==> src/rtl/bitcount_pkg.sv <==
// Shared types and the round-robin arbitration helper for the bit-count scheduler.
package bitcount_pkg;

    localparam int unsigned WIDTH_DEF = 8;
    localparam int unsigned CNT_W_DEF = 4;
    localparam int unsigned REQ_MAX   = 4;
    localparam int unsigned PTR_W     = 2;

    typedef enum logic [1:0] {
        IDLE,
        LOAD,
        SCAN,
        DONE
    } state_t;

    typedef struct packed {
        logic             found;
        logic [PTR_W-1:0] idx;
    } pick_t;

    // First eligible index at or after rr_ptr, wrapping modulo n_req.
    function automatic pick_t rr_pick(
        input logic [REQ_MAX-1:0] eligible,
        input logic [PTR_W-1:0]   rr_ptr,
        input int unsigned        n_req
    );
        pick_t       p;
        int unsigned j;
        p = '0;
        for (int unsigned k = 0; k < REQ_MAX; k++) begin
            j = (32'(rr_ptr) + k) % n_req;
            if (k < n_req && !p.found && eligible[PTR_W'(j)]) begin
                p.found = 1'b1;
                p.idx   = PTR_W'(j);
            end
        end
        return p;
    endfunction

endpackage

==> src/rtl/bitcount_scheduler.sv <==
// Round-robin front end sharing one load/shift/increment bit-count datapath
// between N_REQ requesters; returns each popcount with a one-cycle pulse.
module bitcount_scheduler
    import bitcount_pkg::*;
#(
    parameter int unsigned WIDTH = WIDTH_DEF,
    parameter int unsigned CNT_W = $clog2(WIDTH + 1),
    parameter int unsigned N_REQ = 2
) (
    input  logic                   clk,
    input  logic                   reset,
    input  logic [N_REQ-1:0]       req,
    input  logic [N_REQ*WIDTH-1:0] a_in,
    output logic [N_REQ-1:0]       gnt,
    output logic                   busy,
    output logic                   dp_load,
    output logic [WIDTH-1:0]       dp_load_val,
    output logic                   dp_rshift,
    output logic                   dp_incr,
    input  logic                   dp_zero,
    input  logic                   dp_a0,
    input  logic [CNT_W-1:0]       dp_result,
    output logic [N_REQ-1:0]       rsp_valid,
    output logic [CNT_W-1:0]       rsp_count
);

    localparam int unsigned IDX_W = (N_REQ > 1) ? $clog2(N_REQ) : 1;

    state_t             state_q, state_d;
    logic [IDX_W-1:0]   owner_q, owner_d;
    logic [IDX_W-1:0]   rr_q, rr_d;
    logic [N_REQ-1:0]   served_q, served_d;
    logic [WIDTH-1:0]   operand_q, operand_d;
    logic [N_REQ-1:0]   gnt_d, rsp_valid_d, owner_oh;
    logic               busy_d, load_d;
    logic [CNT_W-1:0]   rsp_count_d;
    logic [REQ_MAX-1:0] elig_ext;
    pick_t              pick;

    assign owner_oh    = N_REQ'(1) << owner_q;
    assign elig_ext    = REQ_MAX'(req & ~served_q);
    assign pick        = rr_pick(elig_ext, PTR_W'(rr_q), N_REQ);
    assign dp_load_val = operand_q;

    // Next-state and next-output decode; dp_rshift/dp_incr follow the live datapath flags.
    always_comb begin
        state_d     = state_q;
        owner_d     = owner_q;
        rr_d        = rr_q;
        operand_d   = operand_q;
        served_d    = served_q & req;
        gnt_d       = '0;
        busy_d      = 1'b0;
        load_d      = 1'b0;
        rsp_valid_d = '0;
        rsp_count_d = '0;
        dp_rshift   = 1'b0;
        dp_incr     = 1'b0;

        case (state_q)
            IDLE: begin
                if (pick.found) begin
                    owner_d = IDX_W'(pick.idx);
                    for (int unsigned i = 0; i < N_REQ; i++) begin
                        if (pick.idx == PTR_W'(i)) operand_d = a_in[i*WIDTH +: WIDTH];
                    end
                    gnt_d   = N_REQ'(1) << pick.idx;
                    busy_d  = 1'b1;
                    load_d  = 1'b1;
                    state_d = LOAD;
                end
            end
            LOAD: begin
                gnt_d   = owner_oh;
                busy_d  = 1'b1;
                state_d = SCAN;
            end
            SCAN: begin
                gnt_d  = owner_oh;
                busy_d = 1'b1;
                if (dp_zero) begin
                    rsp_valid_d = owner_oh;
                    rsp_count_d = dp_result;
                    state_d     = DONE;
                end else begin
                    dp_rshift = 1'b1;
                    dp_incr   = dp_a0;
                end
            end
            DONE: begin
                // Holding req past the response blocks re-service until req drops.
                served_d[owner_q] = req[owner_q];
                rr_d    = (owner_q == IDX_W'(N_REQ - 1)) ? '0 : owner_q + IDX_W'(1);
                state_d = IDLE;
            end
            default: state_d = IDLE;
        endcase
    end

    always_ff @(posedge clk) begin
        if (reset) begin
            state_q   <= IDLE;
            owner_q   <= '0;
            rr_q      <= '0;
            served_q  <= '0;
            operand_q <= '0;
            gnt       <= '0;
            busy      <= 1'b0;
            dp_load   <= 1'b0;
            rsp_valid <= '0;
            rsp_count <= '0;
        end else begin
            state_q   <= state_d;
            owner_q   <= owner_d;
            rr_q      <= rr_d;
            served_q  <= served_d;
            operand_q <= operand_d;
            gnt       <= gnt_d;
            busy      <= busy_d;
            dp_load   <= load_d;
            rsp_valid <= rsp_valid_d;
            rsp_count <= rsp_count_d;
        end
    end

endmodule

==> config.mk <==
export PLATFORM = sky130hd
export DESIGN_NAME = bitcount_scheduler
export DESIGN_NICKNAME = d
export VERILOG_FILES = /design/src/rtl/bitcount_pkg.sv /design/src/rtl/bitcount_scheduler.sv
export SDC_FILE = /design/constraint.sdc
export NUM_CORES = 1
export LEC_CHECK = 0
export CAP_MARGIN = 20
export CELL_PAD_IN_SITES_DETAIL_PLACEMENT = 0
export CELL_PAD_IN_SITES_GLOBAL_PLACEMENT = 2
export CORE_ASPECT_RATIO = 0.7
export CORE_UTILIZATION = 21
export DETAILED_ROUTE_END_ITERATION = 7
export GPL_TIMING_DRIVEN = 0
export MAX_ROUTING_LAYER = met4
export PLACE_DENSITY = 0.71
export SYNTH_ARGS = -nofsm -noshare
export SYNTH_HDL_FRONTEND = slang
export SYNTH_SLANG_ARGS = --single-unit
export TNS_END_PERCENT = 5
==> constraint.sdc <==
create_clock -name clk -period 1.3 [get_ports clk]
set_input_delay 0.195 -clock clk [delete_from_list [all_inputs] [get_ports clk]]
set_output_delay 0.195 -clock clk [all_outputs]
set_load 0.05 [all_outputs]
==> results of run 1 <==
## cells in the final DEF (no fill, tap or decap), drive strengths merged, types with 2 or more instances in the layout
| master | instances |
|---|---|
| a211oi | 2 |
| a21oi | 3 |
| a311oi | 9 |
| and2 | 5 |
| buf | 9 |
| clkbuf | 12 |
| clkdlybuf4s15 | 11 |
| clkdlybuf4s50 | 25 |
| dfxtp | 24 |
| ha | 4 |
| inv | 3 |
| nand2 | 19 |
| nand2b | 3 |
| nor2 | 13 |
| nor2b | 2 |
| nor3 | 5 |
| nor3b | 2 |
## report_power, final
group | leakage (nW) | total (mW) | switching [mW] | internal, mW
Clock | 0.0288 | 0.509 | 0.239 | 0.270
Combinational | 0.421 | 1.85 | 1.15 | 0.702
Sequential | 0.198 | 1.06 | 0.118 | 0.940
## cell usage after synthesis, types with 2 or more instances
cell type | n | share of area
a21oi_1 | 3 | 0.014
a311oi_2 | 8 | 0.11
and2_1 | 5 | 0.030
buf_4 | 2 | 0.014
dfxtp_1 | 24 | 0.46
ha_1 | 4 | 0.048
inv_1 | 3 | 0.011
nand2_1 | 11 | 0.040
nand2_2 | 8 | 0.048
nand2b_1 | 2 | 0.012
nor2_1 | 13 | 0.047
nor2b_1 | 2 | 0.012
nor3_1 | 5 | 0.024
nor3b_1 | 2 | 0.014
## cells by family after synthesis
family                     after synthesis  share of synthesized area
and+or+nand+nor                         50                      0.247
AOI/OAI and AO/OA                       19                      0.193
DFF                                     24                      0.460
buffers and inverters                    8                     0.0431
muxes                                    1                    0.00958
adders and majority gates                4                     0.0479
## worst reg2reg max path, delay by kind of cell (launching register included)
family | cells | cell delay, ns
buffers and inverters | 2 | 0.17
AND/OR/NAND/NOR | 2 | 0.18
flip-flops | 1 | 0.37
AO/OA/AOI/OAI | 1 | 0.21
multiplexers | 1 | 0.21
adder cells (fa/ha/maj) | 1 | 0.15
## registers in the layout, summed over array words and instances (netlist names), 2 cells and up
signal and count:
dp_load_val 8, served_q 2, rsp_valid 2, state_q 2, gnt 2, rsp_count 4
## metal layers
metal	GRT usage	wire length, microns	vias up	share of wire
met5	-	0	-	0
met4	0.0214	25	0	0.0089
met3	0.0362	179	2	0.064
met2	0.166	1180	28	0.42
met1	0.154	1410	406	0.50
li1	-	-	469	-
## metrics by stage
step | setup TNS (ns) | setup WS (ns) | hold slack, ns | std cells
finish | -1.18 | -0.166 | 0.492 | 227
global route | -2.95 | -0.245 | 0.488 | 227
CTS | -1.27 | -0.221 | 0.482 | 224
detailed placement | -6.51 | -0.678 | 0.513 | 220
global placement | -5.99 | -0.672 | 0.499 | 220
floorplan | -0.0504 | -0.0504 | 0.317 | 106
## final timing paths
path / start / end / slack, ns / depth (start not counted)
min reg2reg: served_q[1] / served_q[1] / 0.54 / 2
max: state_q[0] / dp_incr / -0.17 / 5
max reg2reg: state_q[0] / state_q[1] / -0.12 / 7
min: dp_result[0] / rsp_count[0] / 0.49 / 2
## final cells by class
class	count	area share
clock buffer	4	0.0326
multi-input combinational	74	0.333
inverter	3	0.00815
timing repair buffer	48	0.266
tap	69	0.0511
buffer	5	0.0222
sequential	24	0.287
## timing repair
| action | in CTS | in global routing |
|---|---|---|
| setup buffers | 0 | 3 |
| gates resized for setup | 60 | 12 |
| setup endpoints to repair | 33 | 25 |
| cloned | 0 | 0 |
| pin swaps | 0 | 1 |
==> results by group, run 1 <==
Status
  • Status: finished with violations
  • Failing checks: negative setup slack

Clocking
  • CTS sink count: 24
  • H-tree depth: 1
  • CTS tree: built
  • Hold buffer count at cts: 0
  • CTS Buf Count: 3
  • Max Root-Sink Buffers: 2
  • Clock-pin slew on the worst setup and hold paths: about 0.090 ns
  • Clock latency on the worst-skew pair: roughly 0.27 ns
  • Clk root buf: clkbuf_8

Timing
  • Slew HR: 0.558
  • Final WS setup: -0.166 ns
  • RSZ-0062 raised after global routing: yes
  • Fin crit share: 1.13
  • Final setup viols: 16
  • Maximum clock rate: 682 MHz
  • Final Max Slew Viols: 0
  • Fin Clk Skew: 0.00411 ns
  • Fin. Hold Viols: 0
  • Post-layout min period: 1.47 ns
  • Tightest Pin Transition: 0.663 ns

Power and ir drop
  • PwrDens: 2020 nW/um^2
  • Peak VDD IR: 396 uV
  • Pleak: 0.648 nW
  • Total Power: around 3.4 mW

Routing
  • Routed via count: 905
  • Post-route DRC: 0
  • Via-per-instance ratio: 3.99
  • Drt first pass iters: 3
  • Initial DRC Count: 15
  • Final WL: 2.80 mm
  • Detail Route Antenna Nets: 0
  • Routed WL per cell: 12.3 microns

Layout
  • Util after Layout: 0.353
  • FILL cells: 511
  • Reg area: 485 sq um
  • Post-layout instance area: ~1700 sq um
  • # nets final: 189
  • Layout cells sized above 1: 0.348
  • Area of the multi-input gates: 562 sq um
  • Area growth from synthesis to layout: 61.7%
  • Antenna Cells: 0

Die
  • Initial Utilization: 0.218
  • Core footprint: 4780 sq um
  • I/O Pins: 46
  • Die W: approximately 86 microns
  • Full die area: about 5300 sq um
  • Die height: just over 60 microns
  • FP Rows: 21

Placed design
  • IO buf count: 45
  • Area of placed instances: about 1600 sq um
  • Gp weighted congestion: ~0.73
  • Hpwl dp: 2.08 mm

Yosys
  • Mapped Cells: 106
  • Seq/Total Area, Yosys: 0.460
  • Post-synth EDFFs: 0
  • Ys flop type: dfxtp_1
  • Avg Cell Area, Syn: 9.86 sq um
  • Library cells used by synthesis: 28
  • YS warnings: 0
  • Synth Cell Area: 1040 sq um
  • Post-Syn Nets: 136
  • Yosys reg bits: 24
  • Ys async rst share: 0

Worst setup path
  • Worst-path cell chain: inv_4, ha_4, nor2b_4, and2_4, buf_8
  • Critical-path maximum fanout: 3
  • Max incr delay on CP: 0.36 ns
  • CP Buf/Inv Count: 2
  • Startpoint Class: flop
  • Crit-path leading delay family: flip-flops
  • CP Data Required Time: 1.11 ns
  • CP max-delay cell: dfxtp_4
  • WP data arrival: roughly 1.3 ns
  • Worst setup path category: flop to primary output
  • Crit. End Element: primary output

GRT
  • Initial antenna violation count: 0
  • Number of global-route vias before repair: ~830
  • Largest net degree at the start of global routing: 14
  • Gr usage total: 0.113
  • First-pass GRT wire length: between 4 and 5 mm
  • Total grt overflow: 0

Run
  • # Max-Cap Violations: 0

Hold path
  • Hold WC Path Type: primary input to flop
Note: power is estimated with default switching activity, not from simulation.
==> inputs of run 2 (changes only) <==
- CORE_ASPECT_RATIO: 0.7 -> 0.9
==> run 2 against run 1 <==
The flow still finishes with violations (negative setup slack). Worst hold slack worse by 0.0031 ns. Final cell count down 4.0%. Utilization up 0.49 points. Sequential share of layout area up 0.55 points. Wire length down 3.1%. Critical path type unchanged.
==> results by group, run 2 (same netlist as run 1, synthesis figures left out) <==
Placed design
  • Hpwl dp: 2.04 mm
  • IO buf count: 45
  • Gp weighted congestion: 0.712
  • Area of placed instances: 1600 sq um

Die
  • Initial Utilization: 0.227
  • FP Rows: 23
  • Full die area: between 5000 and 6000 sq um
  • I/O Pins: 46
  • Die W: 76.4 microns
  • Core footprint: approximately 4600 sq um
  • Die height: 68.9 microns

Worst setup path
  • WP data arrival: 1.27 ns
  • Critical-path maximum fanout: 3
  • Worst-path cell chain: inv_2, ha_4, nor2b_4, and2_4, buf_8
  • Startpoint Class: flop
  • CP max-delay cell: dfxtp_2
  • CP Buf/Inv Count: 2
  • Max incr delay on CP: 0.34 ns
  • CP Data Required Time: 1.11 ns
  • Worst setup path category: flop to primary output
  • Crit. End Element: primary output
  • Crit-path leading delay family: flip-flops

Layout
  • Commonest non-fill, non-tap cell in the layout: clkdlybuf4s50_1
  • Area growth from synthesis to layout: 57.8%
  • Antenna Cells: 0
  • # nets final: 187
  • Max reg flops: 8
  • Layout cells sized above 1: 0.340
  • Post-layout instance area: 1650 sq um
  • FILL cells: a little under 500
  • Highest-count cells in the layout ignoring fill and taps: clkdlybuf4s50_1 (25), dfxtp_1 (22), nor2_1 (13)

GRT
  • Number of global-route vias before repair: 865
  • Largest net degree at the start of global routing: 15
  • Gr usage total: 0.111
  • First-pass GRT wire length: ~4.3 mm
  • Initial antenna violation count: 0
  • Total grt overflow: 0

Timing
  • Tightest Pin Transition: 0.708 ns
  • Fin Clk Skew: around 0.0050 ns
  • Sum Neg Setup Slack: -1.28 ns
  • Fin. Hold Viols: 0
  • Final Max Slew Viols: 0
  • RSZ-0062 raised after global routing: yes
  • WHS: 0.489 ns
  • Final setup viols: 15
  • Post-layout min period: between 1 and 1.5 ns
  • Fin crit share: 1.13
  • Slew HR: 0.528
  • Final WS setup: -0.165 ns
  • Maximum clock rate: 683 MHz

Status
  • Failing checks: negative setup slack
  • Status: finished with violations

Clocking
  • Clock-pin slew on the worst setup and hold paths: roughly 0.090 ns
  • H-tree depth: 1
  • CTS sink count: 24
  • Max Root-Sink Buffers: 2
  • Clk root buf: clkbuf_8
  • Hold buffer count at cts: 0
  • Clock latency on the worst-skew pair: 0.27 ns
  • CTS Buf Count: 3
  • CTS tree: built

Hold path
  • Hold WC Path Type: primary input to flop

Routing
  • Routed WL per cell: between 10 and 15 microns
  • Routed via count: 911
  • Post-route DRC: 0
  • Initial DRC Count: 22
  • Via-per-instance ratio: approximately 4.2
  • Final WL: 2.71 mm
  • Detail Route Antenna Nets: 0
  • Drt first pass iters: 4

Power and ir drop
  • Clock power frac: 0.190
  • P_int: 2.00 mW
  • Sw frac: 0.428
  • PwrDens: 2120 nW/um^2
  • Sequential Power Share: 0.300
  • Sw power: 1.49 mW
  • Peak VDD IR: about 620 uV
  • Comb power frac: 0.511
  • Pleak: 0.636 nW

Run
  • # Max-Cap Violations: 0
## run 2: timing repair
item                                    in CTS  in global routing
gates resized for setup                     58                 10
endpoints found under the setup margin      33                 26
pin swaps                                    0                  0
setup buffers                                0                  1
## run 2: layout make-up
class / instances / area [sq um] / area share
Multi-Input combinational cell: 74 / 546 / 0.331
Sequential cell: 24 / 483 / 0.293
Timing Repair Buffer: 46 / 423 / 0.256
Tap cell: 62 / 77.6 / 0.0470
Clock buffer: 3 / 41.3 / 0.0250
Buffer: 5 / 37.5 / 0.0228
Clock inverter: 1 / 30.0 / 0.0182
Inverter: 3 / 11.3 / 0.00683
## run 2: worst reg2reg max path, stage by stage (launching register included)
cell and delay, ns:
dfxtp_2 0.36, inv_1 0.08, ha_1 0.22, a21boi_2 0.22, buf_6 0.17, nor2_1 0.06, a311oi_2 0.23
## run 2: metrics by stage
| stage | worst slack (ns) | power [mW] | std cells | utilization |
|---|---|---|---|---|
| after detailed placement | -0.656 | 2.90 | 213 | 0.347 |
| after global routing | -0.224 | 3.69 | 218 | 0.358 |
| after CTS | -0.185 | 3.53 | 217 | 0.366 |
| after global placement | -0.633 | 2.88 | 213 | 0.347 |
| after floorplan | -0.0504 | 2.33 | 106 | - |
| final | -0.165 | 3.49 | 218 | 0.358 |
## run 2: final timing paths
check / start / to / slack, ns / cells after the start
max reg2reg: state_q[1] / dp_load_val[3] / -0.11 / 6
max: state_q[0] / dp_incr / -0.16 / 5
min reg2reg: served_q[1] / served_q[1] / 0.52 / 2
min: dp_result[1] / rsp_count[1] / 0.49 / 2
## run 2: metal layers
metal,part of all wire,GRT usage,vias to the layer above
met2,0.50,0.181,23
met3,0.043,0.0250,2
li1,-,-,463
met1,0.45,0.133,423
met5,0,-,-
met4,0.013,0.0529,0
## run 2: power by group through the flow
stage | Combinational (mW) | Sequential, mW | Clock [mW]
floorplan | 0.768 | 1.56 | 0
global placement | 1.82 | 1.06 | 0
detailed placement | 1.83 | 1.07 | 0
CTS | 1.80 | 1.05 | 0.679
global route | 1.91 | 1.07 | 0.714
finish | 1.78 | 1.05 | 0.662
